**src/rtl/uart_tx_if.sv**
```systemverilog
// uart_tx_if: byte handshake between a producer and the UART serializer.
//   P_DATA     : byte to send, sampled by the serializer only on acceptance
//   Data_Valid : producer request; accepted when Busy is low
//   Busy       : serializer is mid-frame; requests are ignored, not queued
interface uart_tx_if;
   logic [7:0] P_DATA;
   logic       Data_Valid;
   logic       Busy;

   modport master (
      output P_DATA,
      output Data_Valid,
      input  Busy
   );

   modport slave (
      input  P_DATA,
      input  Data_Valid,
      output Busy
   );
endinterface

```
**src/rtl/uart_tx.sv**
```systemverilog
// uart_tx: 8-bit UART serializer, transmit-side counterpart of the oversampling
// receiver. Frame = start(0), 8 data bits LSB first, optional parity, stop(1).
// Every bit lasts Prescale clocks (0 behaves as 1).
// Ports:
//   CLK       : system clock, rising edge
//   RST       : synchronous active-low reset
//   bus       : slave side of uart_tx_if (P_DATA, Data_Valid, Busy)
//   PAR_EN    : 1 = append parity bit
//   PAR_TYP   : 0 = even, 1 = odd
//   Prescale  : clocks per bit
//   TX_OUT    : serial line, idle high, registered
//
// state  | meaning
// IDLE   | line high, waiting for Data_Valid
// START  | driving start bit (0)
// DATA   | driving data_q[bit_cnt_q], LSB first
// PARITY | driving latched parity bit
// STOP   | driving stop bit (1), then back to IDLE
module uart_tx #(
   parameter int PRESCALE_WIDTH = 6
) (
   input  logic                      CLK,
   input  logic                      RST,
   uart_tx_if.slave                  bus,
   input  logic                      PAR_EN,
   input  logic                      PAR_TYP,
   input  logic [PRESCALE_WIDTH-1:0] Prescale,
   output logic                      TX_OUT
);

   typedef enum logic [2:0] {
      IDLE   = 3'd0,
      START  = 3'd1,
      DATA   = 3'd2,
      PARITY = 3'd3,
      STOP   = 3'd4
   } state_t;

   state_t                    state_q,   state_d;
   logic [PRESCALE_WIDTH-1:0] clk_cnt_q, clk_cnt_d;
   logic [PRESCALE_WIDTH-1:0] presc_q,   presc_d;
   logic [2:0]                bit_cnt_q, bit_cnt_d;
   logic [7:0]                data_q,    data_d;
   logic                      par_en_q,  par_en_d;
   logic                      par_bit_q, par_bit_d;
   logic                      tx_q,      tx_d;
   logic                      busy_q,    busy_d;
   logic                      bit_last;

   // presc_q is never 0, so presc_q-1 cannot wrap; a Prescale of all-ones
   // still compares correctly at full counter width.
   assign bit_last = (clk_cnt_q == (presc_q - PRESCALE_WIDTH'(1)));

   always_comb begin
      state_d   = state_q;
      clk_cnt_d = clk_cnt_q;
      presc_d   = presc_q;
      bit_cnt_d = bit_cnt_q;
      data_d    = data_q;
      par_en_d  = par_en_q;
      par_bit_d = par_bit_q;
      tx_d      = 1'b1;
      busy_d    = 1'b0;

      case (state_q)
         IDLE: begin
            if (bus.Data_Valid) begin
               data_d    = bus.P_DATA;
               par_en_d  = PAR_EN;
               par_bit_d = (^bus.P_DATA) ^ PAR_TYP;
               presc_d   = (Prescale == '0) ? PRESCALE_WIDTH'(1) : Prescale;
               clk_cnt_d = '0;
               bit_cnt_d = 3'd0;
               state_d   = START;
            end
         end
         START: begin
            if (bit_last) begin
               clk_cnt_d = '0;
               state_d   = DATA;
            end else begin
               clk_cnt_d = clk_cnt_q + PRESCALE_WIDTH'(1);
            end
         end
         DATA: begin
            if (bit_last) begin
               clk_cnt_d = '0;
               if (bit_cnt_q == 3'd7) begin
                  bit_cnt_d = 3'd0;
                  state_d   = par_en_q ? PARITY : STOP;
               end else begin
                  bit_cnt_d = bit_cnt_q + 3'd1;
               end
            end else begin
               clk_cnt_d = clk_cnt_q + PRESCALE_WIDTH'(1);
            end
         end
         PARITY: begin
            if (bit_last) begin
               clk_cnt_d = '0;
               state_d   = STOP;
            end else begin
               clk_cnt_d = clk_cnt_q + PRESCALE_WIDTH'(1);
            end
         end
         STOP: begin
            // A request arriving on the last stop cycle is picked up in the
            // following IDLE cycle, giving one idle-high clock between frames.
            if (bit_last) begin
               clk_cnt_d = '0;
               state_d   = IDLE;
            end else begin
               clk_cnt_d = clk_cnt_q + PRESCALE_WIDTH'(1);
            end
         end
         default: begin
            state_d   = IDLE;
            clk_cnt_d = '0;
            bit_cnt_d = 3'd0;
         end
      endcase

      // Outputs are registered from the next state so the line changes in the
      // same cycle the state does.
      case (state_d)
         START:   tx_d = 1'b0;
         DATA:    tx_d = data_d[bit_cnt_d];
         PARITY:  tx_d = par_bit_d;
         default: tx_d = 1'b1;
      endcase
      busy_d = (state_d != IDLE);
   end

   always_ff @(posedge CLK) begin
      if (!RST) begin
         state_q   <= IDLE;
         clk_cnt_q <= '0;
         presc_q   <= PRESCALE_WIDTH'(1);
         bit_cnt_q <= 3'd0;
         data_q    <= 8'h00;
         par_en_q  <= 1'b0;
         par_bit_q <= 1'b0;
         tx_q      <= 1'b1;
         busy_q    <= 1'b0;
      end else begin
         state_q   <= state_d;
         clk_cnt_q <= clk_cnt_d;
         presc_q   <= presc_d;
         bit_cnt_q <= bit_cnt_d;
         data_q    <= data_d;
         par_en_q  <= par_en_d;
         par_bit_q <= par_bit_d;
         tx_q      <= tx_d;
         busy_q    <= busy_d;
      end
   end

   assign TX_OUT   = tx_q;
   assign bus.Busy = busy_q;

endmodule
```
**src/flat_wrapper.sv**
```systemverilog
// flat-port wrapper written by rule: the top's interface ports become plain ports
module uart_tx_flat 
#(
   parameter int PRESCALE_WIDTH = 6
)
  (CLK, RST, PAR_EN, PAR_TYP, Prescale, TX_OUT, bus_P_DATA, bus_Data_Valid, bus_Busy);
  uart_tx_if bus_i ();
  input  logic CLK;
  input  logic RST;
  input  logic PAR_EN;
  input  logic PAR_TYP;
  input  logic [PRESCALE_WIDTH-1:0] Prescale;
  output logic TX_OUT;
  input wire logic [$bits(bus_i.P_DATA)-1:0] bus_P_DATA;
  input wire logic [$bits(bus_i.Data_Valid)-1:0] bus_Data_Valid;
  output wire logic [$bits(bus_i.Busy)-1:0] bus_Busy;
  assign bus_i.P_DATA = bus_P_DATA;
  assign bus_i.Data_Valid = bus_Data_Valid;
  assign bus_Busy = bus_i.Busy;
  uart_tx #(.PRESCALE_WIDTH(PRESCALE_WIDTH)) u_core (.CLK(CLK), .RST(RST), .bus(bus_i), .PAR_EN(PAR_EN), .PAR_TYP(PAR_TYP), .Prescale(Prescale), .TX_OUT(TX_OUT));
endmodule
```
**config.mk**
```make
export PLATFORM = sky130hd
export DESIGN_NAME = uart_tx_flat
export DESIGN_NICKNAME = d
export VERILOG_FILES = /design/src/rtl/uart_tx_if.sv /design/src/rtl/uart_tx.sv /design/src/flat_wrapper.sv
export SDC_FILE = /design/constraint.sdc
export NUM_CORES = 1
export LEC_CHECK = 0
export CAP_MARGIN = 5
export CORE_MARGIN = 3
export CORE_UTILIZATION = 48
export DETAILED_ROUTE_END_ITERATION = 8
export MAX_ROUTING_LAYER = met4
export PLACE_DENSITY = 0.67
export SKIP_CTS_REPAIR_TIMING = 1
export SLEW_MARGIN = 20
export SYNTH_ARGS = -nofsm -noshare
export SYNTH_HDL_FRONTEND = slang
export SYNTH_SLANG_ARGS = --single-unit
```
**constraint.sdc**
```tcl
create_clock -name CLK -period 6.9 [get_ports CLK]
set_input_delay 1.38 -clock CLK [delete_from_list [all_inputs] [get_ports CLK]]
set_output_delay 1.38 -clock CLK [all_outputs]
set_load 0.05 [all_outputs]
```
Word level (Yosys, flattened, before mapping)
Cells that the tools add are included.
Operators by class
  magnitude comparators: 1
  add/subtract/negate cells: 3
  bitwise logic cells: 1
  reductions and logical operators: 7
  equal/unequal tests: 10
  multiplexer cells: 23
Operators with widths (number)
  2-to-1 mux 3 bit: 10
  2-to-1 mux 6 bit: 3
  2-to-1 mux 8 bit: 2
  case mux 3 bit (5 select lines): 1
  equality test 3 x 2 -> 1 bit, second input constant: 4
  case mux 6 bit (2 select lines): 1
  case mux 3 bit (3 select lines): 1
  XOR reduction 8 bit: 1
  adder 6 x 1 -> 6 bit, second input constant: 1
  equality test 3 x 1 -> 1 bit, second input constant: 2
  equality test 3 bit, second input constant: 2
  equality test 6 bit: 1
  zero test 6 bit: 1
  subtractor 6 x 1 -> 6 bit, second input constant: 1
  < comparator 3 x 4 -> 1 bit, second input constant: 1
  OR reduction 4 bit: 1
  adder 3 x 1 -> 3 bit, second input constant: 1
  binary-select mux 1 bit (select 3 bit): 1
  zero test 3 bit: 1
  2-to-1 mux 1 bit: 3
  case mux 1 bit (3 select lines): 1
  nonzero test 3 bit: 1
  OR reduction 3 bit: 1
  != test 2 bit, second input constant: 1
  other kinds (2): 2
Word-level totals
  output and inout bits: 2
  bits of input ports: 19
  register bits after elaboration: 30
  word-level logic and storage cells: 54

Depth between registers and ports, before layout
Gate-level depths: netlist of the first run.
  depth in word-level cells: 7
  depth in mapped cells: 11
  mapped depth without buffers: 10

Worst setup path before layout of the first run
Ideal clock, no wire load.
  path kind: input -> register
  from: input bus_Data_Valid
  to: register u_core.tx_q, in the netlist u_core.TX_OUT
  slack: 4.060 ns
  cell stages on the path: 8
  path buffers: 0
  arrival: 2.711 ns
  required time: 6.771 ns
  library setup time: 0.129 ns
  cell sequence: nor2b_1 -> o31ai_1 -> nand2_1 -> o41ai_1 -> a21oi_2 -> mux4_2 -> o22ai_1 -> a31oi_1
On the way
  cells in the longest elaborated chain, start to end: 5
  elaborated cells between the ends (all ways): 14
  classes of those cells: eq/ne (3); mux (11)
Ends and longest elaborated chain
  from (decl): RTL line flat_wrapper.sv:15  | input wire logic [$bits(bus_i.Data_Valid)-1:0] bus_Data_Valid;
  2-to-1 mux 3 bit or 2-to-1 mux 8 bit (tied branches): RTL line uart_tx.sv:67  | if (bus.Data_Valid) begin
  case mux 3 bit (3 select lines) or 2-to-1 mux 8 bit (tied branches): RTL line uart_tx.sv:65  | case (state_q)
  binary-select mux 1 bit (select 3 bit): RTL line uart_tx.sv:127  | DATA: tx_d = data_d[bit_cnt_d];
  2-to-1 mux 1 bit (not written as such): RTL line uart_tx.sv:127
  case mux 1 bit (3 select lines) (*): RTL line uart_tx.sv:125  | case (state_d)
  to (signal assigned): RTL line uart_tx.sv:153  | tx_q <= tx_d;
  to (decl): RTL line uart_tx.sv:46  | logic tx_q, tx_d;
Every way passes the cells marked *; elsewhere a longest branch is shown, timed or not. The select of a mux whose other input is x is not followed.
A chain may end at the register's enable or synchronous reset.

Worst setup path in the final report of the first run
Ends and elaborated chain as after synthesis.

==> impl_metrics.py, run 1 <==
metrics = {
    "layout": {
        "drive_gt1_share_pct": 6.25,
        "area_growth_pct": 17.0,
        "final_nets": 246,
        "final_core_util_pct": 60.7,
        "fillers": 309,
        "diodes": 0,
    },
    "cts": {
        "clk_latency_ps": 330,
        "cts_made_buffers": 5,
        "cts_root_buf": "clkbuf_4",
        "clk_pin_slew_ps": 110,
        "cts_tree": "built",
        "cts_buffer_depth": 2,
        "htree_levels": 2,
        "cts_num_sinks": 30,
    },
    "critical_path": {
        "critical_path.max_fanout": 4,
        "cp_slowest_cell": "clkdlybuf4s50_1",
        "reg2reg_to": "u_core.TX_OUT",
        "crit_start": "bus_Data_Valid",
        "r2r_cells": 10,
        "reg2reg_slack_ps": 3820,
        "arrival_ps": 3390,
        "critPathLaunchType": "input pin",
        "reg2reg_from": "u_core.presc_q[0]",
        "cp-end-kind": "register",
        "crit_type": "in2reg",
        "slowest_delay_ps": 450,
        "path_cells": "clkdlybuf4s50_1 -> nor2b_1 -> o31ai_1 -> nand2_1 -> o41ai_1 -> a21oi_2 -> mux4_2 -> o22ai_1 -> a31oi_1",
        "cp.required_ps": 7110,
    },
    "routing": {
        "routed_wl_mm": 3.64,
        "drt_iter0_drc": 149,
        "via_count": 1487,
        "drc": 0,
        "ant_nets": 0,
        "route.detailed.wl_per_inst_um": 13.6,
        "dr.pass1.iters": 4,
        "vias_per_cell": 5.55,
    },
    "logic_synthesis": {
        "synth_most_common_cell": "nand2_1",
        "yosysTopAreaCellShare_pct": 36.7,
        "yosys_warnings": 0,
        "synth_top_area_cell": "dfxtp_1",
        "synthesis.nets": 228,
        "postSynthAreaPerCell_sq_um": 7.98,
        "ys.flop_type": "dfxtp_1",
        "yosys.cell_types.count": 42,
        "synth-edff-count": 0,
        "yosys-top-cells-count": "nand2_1 (32), dfxtp_1 (30), a21oi_1 (20)",
        "synth_cells": 205,
        "ys_ff_latch": 30,
        "async_flop_share_pct": 0,
        "synth.cell_area_sq_mm": 0.00164,
        "seq_area_frac_synth_pct": 36.7,
        "synth.area.top_cells": "dfxtp_1 (37%), nand2_1 (7.3%), xnor2_1 (7.0%), a21oi_1 (6.1%), nor2_1 (4.1%)",
    },
    "sta": {
        "rsz0062_at_grt": "no",
        "setup_tns_ps": 0,
        "max_freq_mhz": 315,
        "hold_slack_ps": 468,
        "maxSlewViolCount": 0,
        "maxSlewHeadroom_pct": 49.9,
        "tightest_slew_ps": 748,
        "finalSetupViolCount": 0,
        "fin_skew_ps": 12.2,
        "period_share_pct": 46.0,
        "fin_crit_ps": 3180,
        "report.final.hold_viol_count": 0,
    },
    "floorplanning": {
        "num_rows": 20,
        "die_w_um": 64.4,
        "die_h_um": 64.4,
        "start_util_pct": 51.9,
        "dieArea_sq_mm": 0.00415,
        "io_pins": 21,
        "core_sq_mm": 0.00315,
    },
    "power": {
        "powerDensity_mw_per_mm2": 232,
        "ir_drop_mv": 0.141,
        "leakage_nw": 0.730,
    },
    "hold_path": {
        "worstHoldStart": "u_core.data_q[7]",
        "hold_depth": 2,
        "whs_endpoint": "u_core.data_q[7]",
        "hold_path_class": "reg2reg",
    },
    "status": {
        "outcome": "completed",
    },
    "place": {
        "gp_congestion": 0.815,
        "detailed_place_hpwl_mm": 2.74,
        "portBuffers": 20,
    },
    "flow_run": {
        "drv_cap": 0,
    },
    "global_routing": {
        "globalRouteOverflowTotal": 0,
        "grtUsageTotal_pct": 20.6,
        "grt_pass1_vias": 1485,
        "antenna_found_initial": 0,
        "grt_max_degree": 28,
        "grt_pass1_wl_mm": 6.51,
    },
}
[where the power goes]
| group | switching, mW | total, mW | internal, mW |
|---|---|---|---|
| logic | 0.0742 | 0.129 | 0.0547 |
| registers | 0.0139 | 0.203 | 0.189 |
| clock network | 0.0642 | 0.113 | 0.0489 |
[area by class of cell]
class                   instances  area [sq um]  share of cell area, %
well taps                      44          55.1                   2.88
clock inverters                 2          12.5                  0.654
clock buffers                   6          51.3                   2.68
flip-flops and latches         30           601                   31.4
repair buffers                 20           200                   10.5
inverters                       8          30.0                   1.57
multi-input cells             158           965                   50.4
[layer usage]
| layer | track usage, % | part of all wire, % |
|---|---|---|
| met1 | 22.3 | 44 |
| met2 | 35.8 | 50 |
| met3 | 5.98 | 4.6 |
| met4 | 6.86 | 0.71 |
| met5 | - | 0 |
[registers in the layout, indices dropped and copies added (netlist names)]
| signal | count |
|---|---|
| u_core.par_en_q | 1 |
| u_core.bit_cnt_q | 3 |
| u_core.bus.Busy | 1 |
| u_core.state_q | 3 |
| u_core.presc_q | 6 |
| u_core.clk_cnt_q | 6 |
| u_core.data_q | 8 |
| u_core.par_bit_q | 1 |
| u_core.TX_OUT | 1 |
[stage by stage]
step	worst slack (ps)	instances	area (sq um)	total power, mW
6_report	3720	268	1910	0.445
5_1_grt	3590	268	1910	0.477
4_1_cts	3760	268	1910	0.449
3_5_place_dp	3400	260	1850	0.336
3_3_place_gp	3450	260	1850	0.331
2_1_floorplan	4060	205	1640	0.303
[layout by cell type, fill, tap and decap left out, types with 3 or more instances in the layout]
cell type,n
and2_1,3
xnor2_1,13
nor2_1,18
nand3_1,6
xor2_1,3
a21oi_1,20
clkbuf_4,5
and3_1,3
nor2b_1,4
nand2_1,32
o21ai_0,8
mux2i_1,3
inv_1,7
nand3b_1,3
clkdlybuf4s50_1,20
ha_1,4
dfxtp_1,30
or3_1,4
mux2_2,3
nor3_1,3
o211ai_1,3
[worst max path at each step]
stage	to	slack, ps	cells after the start
floorplan	u_core.TX_OUT	4060	8
global placement	u_core.TX_OUT	3450	9
detailed placement	u_core.TX_OUT	3400	9
CTS	u_core.TX_OUT	3760	9
global route	u_core.TX_OUT	3590	9
finish	u_core.TX_OUT	3720	9
[cell families (layout without fill, tap and decap cells)]
kind of cell,after synthesis,after routing,share of synthesized area (%)
compound gates,42,42,15.2
xor+xnor,16,16,8.56
fa+ha+maj,4,4,3.06
buf+inv,17,36,4.36
flops,30,30,36.7
mux,7,7,5.28
simple gates,89,89,26.8
[critical path: cells and delay by family]
family                 cells  cell delay [ps]
and+or+nand+nor            2              250
AOI/OAI and AO/OA          5              860
muxes                      1              450
buffers and inverters      1              450
Note: power is estimated with default switching activity, not from simulation.
==> run 2: changes to the inputs <==
PLACE_DENSITY = 0.7   (was 0.67)
clock period = 2.9 ns   (was 6.9 ns; I/O delays follow)
==> impl_metrics.py, run 2 (same netlist as run 1, synthesis figures left out) <==
metrics = {
    "layout": {
        "final_core_util_pct": 64.1,
        "regMostFlops": "u_core.data_q",
        "final_common_cell": "nand2_1",
        "largest_register_ff_count": 8,
        "area_growth_pct": 23.5,
        "reg_top3": "u_core.data_q (8), u_core.clk_cnt_q (6), u_core.presc_q (6)",
        "diodes": 0,
        "final-instance-count-excl-fill": 278,
        "final_nets": 256,
        "layout_common_cells": "nand2_1 (32), dfxtp_1 (28), a21oi_1 (20), clkdlybuf4s50_1 (20), nor2_1 (18)",
        "drive_gt1_share_pct": 12.8,
    },
    "critical_path": {
        "r2r_cells": 11,
        "critPathLaunchType": "register",
        "reg2reg_slack_ps": 100,
        "arrival_ps": 3030,
        "crit_start": "u_core.presc_q[0]",
        "cp-end-kind": "register",
        "cp.required_ps": 3130,
        "critical_path.max_fanout": 5,
        "crit_type": "reg2reg",
        "reg2reg_to": "u_core.bus.Busy",
        "reg2reg_from": "u_core.presc_q[0]",
    },
    "floorplanning": {
        "num_rows": 20,
        "die_h_um": 64.4,
        "io_pins": 21,
        "core_sq_mm": 0.00315,
        "dieArea_sq_mm": 0.00415,
        "die_w_um": 64.4,
        "start_util_pct": 51.9,
    },
    "power": {
        "power.share.clock_pct": 24.1,
        "p_int_uw": 738,
        "ir_drop_mv": 0.309,
        "combPwrFrac_pct": 32.9,
        "seqPwrFrac_pct": 43.0,
        "powerDensity_mw_per_mm2": 555,
        "p_switching_uw": 382,
        "leakage_nw": 0.789,
        "swShare_pct": 34.1,
    },
    "sta": {
        "setup_tns_ps": 0,
        "fin_skew_ps": 7.58,
        "period_share_pct": 96.5,
        "finalSetupViolCount": 0,
        "report.final.hold_viol_count": 0,
        "max_freq_mhz": 357,
        "setup_ws_ps": 102,
        "tightest_slew_ps": 603,
        "hold_slack_ps": 466,
        "fin_crit_ps": 2800,
        "maxSlewHeadroom_pct": 59.8,
        "maxSlewViolCount": 0,
    },
    "cts": {
        "cts_made_buffers": 5,
        "cts_buffer_depth": 2,
        "htree_levels": 2,
        "clk_latency_ps": 340,
        "cts_num_sinks": 30,
        "cts_tree": "built",
        "cts_root_buf": "clkbuf_4",
        "clk_pin_slew_ps": 100,
    },
    "hold_path": {
        "hold_depth": 2,
        "worstHoldStart": "u_core.data_q[4]",
        "whs_endpoint": "u_core.data_q[4]",
        "hold_path_class": "reg2reg",
    },
    "flow_run": {
        "drv_cap": 0,
    },
    "place": {
        "place_ws_ps": -19.9,
        "gp_congestion": 0.821,
        "detailed_place_hpwl_mm": 2.94,
        "portBuffers": 20,
        "dpl.cell_count": 268,
    },
    "routing": {
        "dr.pass1.iters": 4,
        "routed_wl_mm": 4.01,
        "drc": 0,
        "via_count": 1545,
        "ant_nets": 0,
        "route.detailed.wl_per_inst_um": 14.4,
        "drt_iter0_drc": 74,
        "vias_per_cell": 5.56,
    },
    "global_routing": {
        "grt_pass1_wl_mm": 6.61,
        "antenna_found_initial": 0,
        "globalRouteOverflowTotal": 0,
        "grt_pass1_vias": 1515,
        "grt_max_degree": 25,
        "grtUsageTotal_pct": 20.9,
    },
    "status": {
        "outcome": "completed",
    },
}
[run 2: cell types whose count changed in the layout (fill, tap and decap cells not counted), moves of 2 or more]
cell     before  now
buf_4         0    9
dfxtp_2       0    2
mux2i_2       0    2
dfxtp_1      30   28
mux2i_1       3    1
[run 2: worst max-delay path, stage by stage, from the launching register on]
cell      delay, ps
dfxtp_2         360
inv_1            60
ha_2            210
xor2_1          140
o211ai_1        220
mux2i_2         130
or4b_4          580
buf_6           160
mux2i_2         220
o21ai_2          90
and2_1          180
or3b_1          340
[run 2: per-stage QoR]
step	total power, mW	cell area, sq um
floorplan	0.721	1640
finish	1.12	2020
global placement	0.806	1910
detailed placement	0.821	1910
CTS	1.09	1970
global route	1.19	2020
[run 2: worst max path at each step]
stage          slack [ps]         endpoint
5_1_grt               -20  u_core.bus.Busy
3_5_place_dp          -20    u_core.TX_OUT
2_1_floorplan         120    u_core.TX_OUT
4_1_cts               -50  u_core.bus.Busy
3_3_place_gp          100    u_core.TX_OUT
6_report              100  u_core.bus.Busy
[run 2: final cells by class]
type,count,area [sq um]
fillers,289,1130
flip-flops and latches,30,603
multi-input cells,158,993
inverters,8,30.0
repair buffers,30,279
clock buffers,7,55.1
well taps,44,55.1
clock inverters,1,5.00
[run 2: metal layers]
metal,vias to the layer above,track usage [%],share of wire (%)
met4,0,8.71,2.3
met2,38,35.2,51
met5,-,-,0
met3,9,5.45,4.4
li1,774,-,-
met1,724,23.5,42
[run 2: power groups by stage]
| stage | sequential (mW) | clock (mW) | combinational (mW) |
|---|---|---|---|
| floorplan | 0.500 | 0 | 0.221 |
| global placement | 0.488 | 0 | 0.319 |
| detailed placement | 0.489 | 0 | 0.332 |
| CTS | 0.480 | 0.274 | 0.334 |
| global route | 0.488 | 0.297 | 0.404 |
| finish | 0.482 | 0.270 | 0.369 |
==> run 3: changes to the inputs <==
PLACE_DENSITY = default   (was 0.7)
PLACE_DENSITY_LB_ADDON = 0.12   (was default)
==> impl_metrics.py, run 3 (same netlist as run 1, synthesis figures left out) <==
metrics = {
    "status": {
        "outcome": "completed",
    },
    "critical_path": {
        "arrival_ps": 3040,
        "critical_path.max_fanout": 5,
        "critPathCapture": "u_core.bus.Busy",
        "crit_start": "u_core.presc_q[0]",
        "cp.required_ps": 3140,
        "r2r_cells": 11,
        "reg2reg_slack_ps": 100,
        "reg2reg_to": "u_core.bus.Busy",
        "critPathLaunchType": "register",
        "crit_type": "reg2reg",
        "reg2reg_from": "u_core.presc_q[0]",
        "cp-end-kind": "register",
    },
    "routing": {
        "dr.pass1.iters": 4,
        "ant_nets": 0,
        "drt_iter0_drc": 80,
        "drc": 0,
        "vias_per_cell": 5.40,
        "via_count": 1500,
        "route.detailed.wl_per_inst_um": 13.7,
        "routed_wl_mm": 3.80,
    },
    "global_routing": {
        "grt_pass1_wl_mm": 6.44,
        "grtUsageTotal_pct": 20.6,
        "grt_max_degree": 19,
        "antenna_found_initial": 0,
        "globalRouteOverflowTotal": 0,
        "grt_pass1_vias": 1440,
    },
    "layout": {
        "diodes": 0,
        "area_growth_pct": 24.0,
        "largest_register_ff_count": 8,
        "regMostFlops": "u_core.data_q",
        "reg_top3": "u_core.data_q (8), u_core.clk_cnt_q (6), u_core.presc_q (6)",
        "seq_area_sq_um": 602,
        "layout_common_cells": "nand2_1 (32), dfxtp_1 (29), a21oi_1 (20), clkdlybuf4s50_1 (20), nor2_1 (18)",
        "drive_gt1_share_pct": 11.5,
        "final_nets": 256,
        "final_common_cell": "nand2_1",
        "multi_input_area_sq_um": 988,
        "final_core_util_pct": 64.4,
        "fillers": 290,
    },
    "power": {
        "finalPower_mw": 1.17,
        "leakage_nw": 0.787,
        "powerDensity_mw_per_mm2": 574,
        "ir_drop_mv": 0.328,
    },
    "floorplanning": {
        "die_h_um": 64.4,
        "num_rows": 20,
        "dieArea_sq_mm": 0.00415,
        "io_pins": 21,
        "die_w_um": 64.4,
        "core_sq_mm": 0.00315,
        "start_util_pct": 51.9,
    },
    "place": {
        "gp_congestion": 0.859,
        "portBuffers": 20,
        "detailed_place_hpwl_mm": 2.86,
    },
    "sta": {
        "tightest_slew_ps": 612,
        "report.final.hold_viol_count": 0,
        "period_share_pct": 96.7,
        "maxSlewHeadroom_pct": 59.2,
        "max_freq_mhz": 357,
        "fin_skew_ps": 18.7,
        "finalSetupViolCount": 0,
        "maxSlewViolCount": 0,
        "fin_crit_ps": 2800,
    },
    "cts": {
        "htree_levels": 2,
        "cts_buffer_depth": 2,
        "cts_num_sinks": 30,
        "cts_tree": "built",
        "clk_pin_slew_ps": 110,
        "clk_latency_ps": 350,
        "cts_made_buffers": 5,
        "cts_root_buf": "clkbuf_4",
    },
    "flow_run": {
        "drv_cap": 0,
    },
    "hold_path": {
        "hold_path_class": "reg2reg",
    },
}
-- run 3: how the worst min path moves through the flow --
stage                                start               end  slack (ps)  cells past startpoint
after floorplan           u_core.data_q[0]  u_core.data_q[0]         430                      2
after global placement    u_core.data_q[5]  u_core.data_q[5]         450                      2
after detailed placement  u_core.data_q[0]  u_core.data_q[0]         450                      2
after CTS                 u_core.data_q[0]  u_core.data_q[0]         460                      2
after global routing      u_core.data_q[6]  u_core.data_q[6]         490                      2
final                     u_core.data_q[0]  u_core.data_q[0]         470                      2
-- run 3: area by class of cell --
cell class	count	area share, %
Multi-Input combinational cell	158	48.7
Tap cell	44	2.71
Sequential cell	30	29.7
Timing Repair Buffer	30	13.6
Clock inverter	2	1.85
Clock buffer	6	2.03
Inverter	8	1.48
-- run 3: power breakdown --
part / total (mW) / switching, mW / internal [mW] / leakage (nW)
Combinational: 0.346 / 0.192 / 0.154 / 0.504
Sequential: 0.480 / 0.0305 / 0.449 / 0.245
Clock: 0.339 / 0.157 / 0.182 / 0.0385
-- run 3: through the flow --
| stage | hold slack, ps | instances | instance area [sq um] | TNS [ps] | worst slack [ps] |
|---|---|---|---|---|---|
| 6_report | 466 | 278 | 2030 | 0 | 96.5 |
| 3_3_place_gp | 446 | 267 | 1900 | 0 | 86.3 |
| 4_1_cts | 463 | 275 | 1980 | -44.2 | -43.4 |
| 2_1_floorplan | 433 | 205 | 1640 | 0 | 121 |
| 3_5_place_dp | 449 | 267 | 1900 | -27.5 | -27.5 |
| 5_1_grt | 487 | 278 | 2030 | -35.0 | -17.9 |
-- run 3: critical path, stage by stage, from the launching register on --
cell and delay, ps:
dfxtp_2 370, inv_1 60, ha_1 240, xor2_1 150, o211ai_1 170, mux2i_1 140
or4b_4 590, buf_4 180, mux2i_1 150, o21ai_1 110, and2_1 200, or3b_1 340
-- run 3: metal layers --
metal | up-vias | wire (um) | GRT usage [%]
li1 | 769 | - | -
met2 | 38 | 1910 | 34.9
met1 | 686 | 1650 | 23.1
met4 | 0 | 52 | 7.65
met3 | 7 | 196 | 5.45
met5 | - | 0 | -
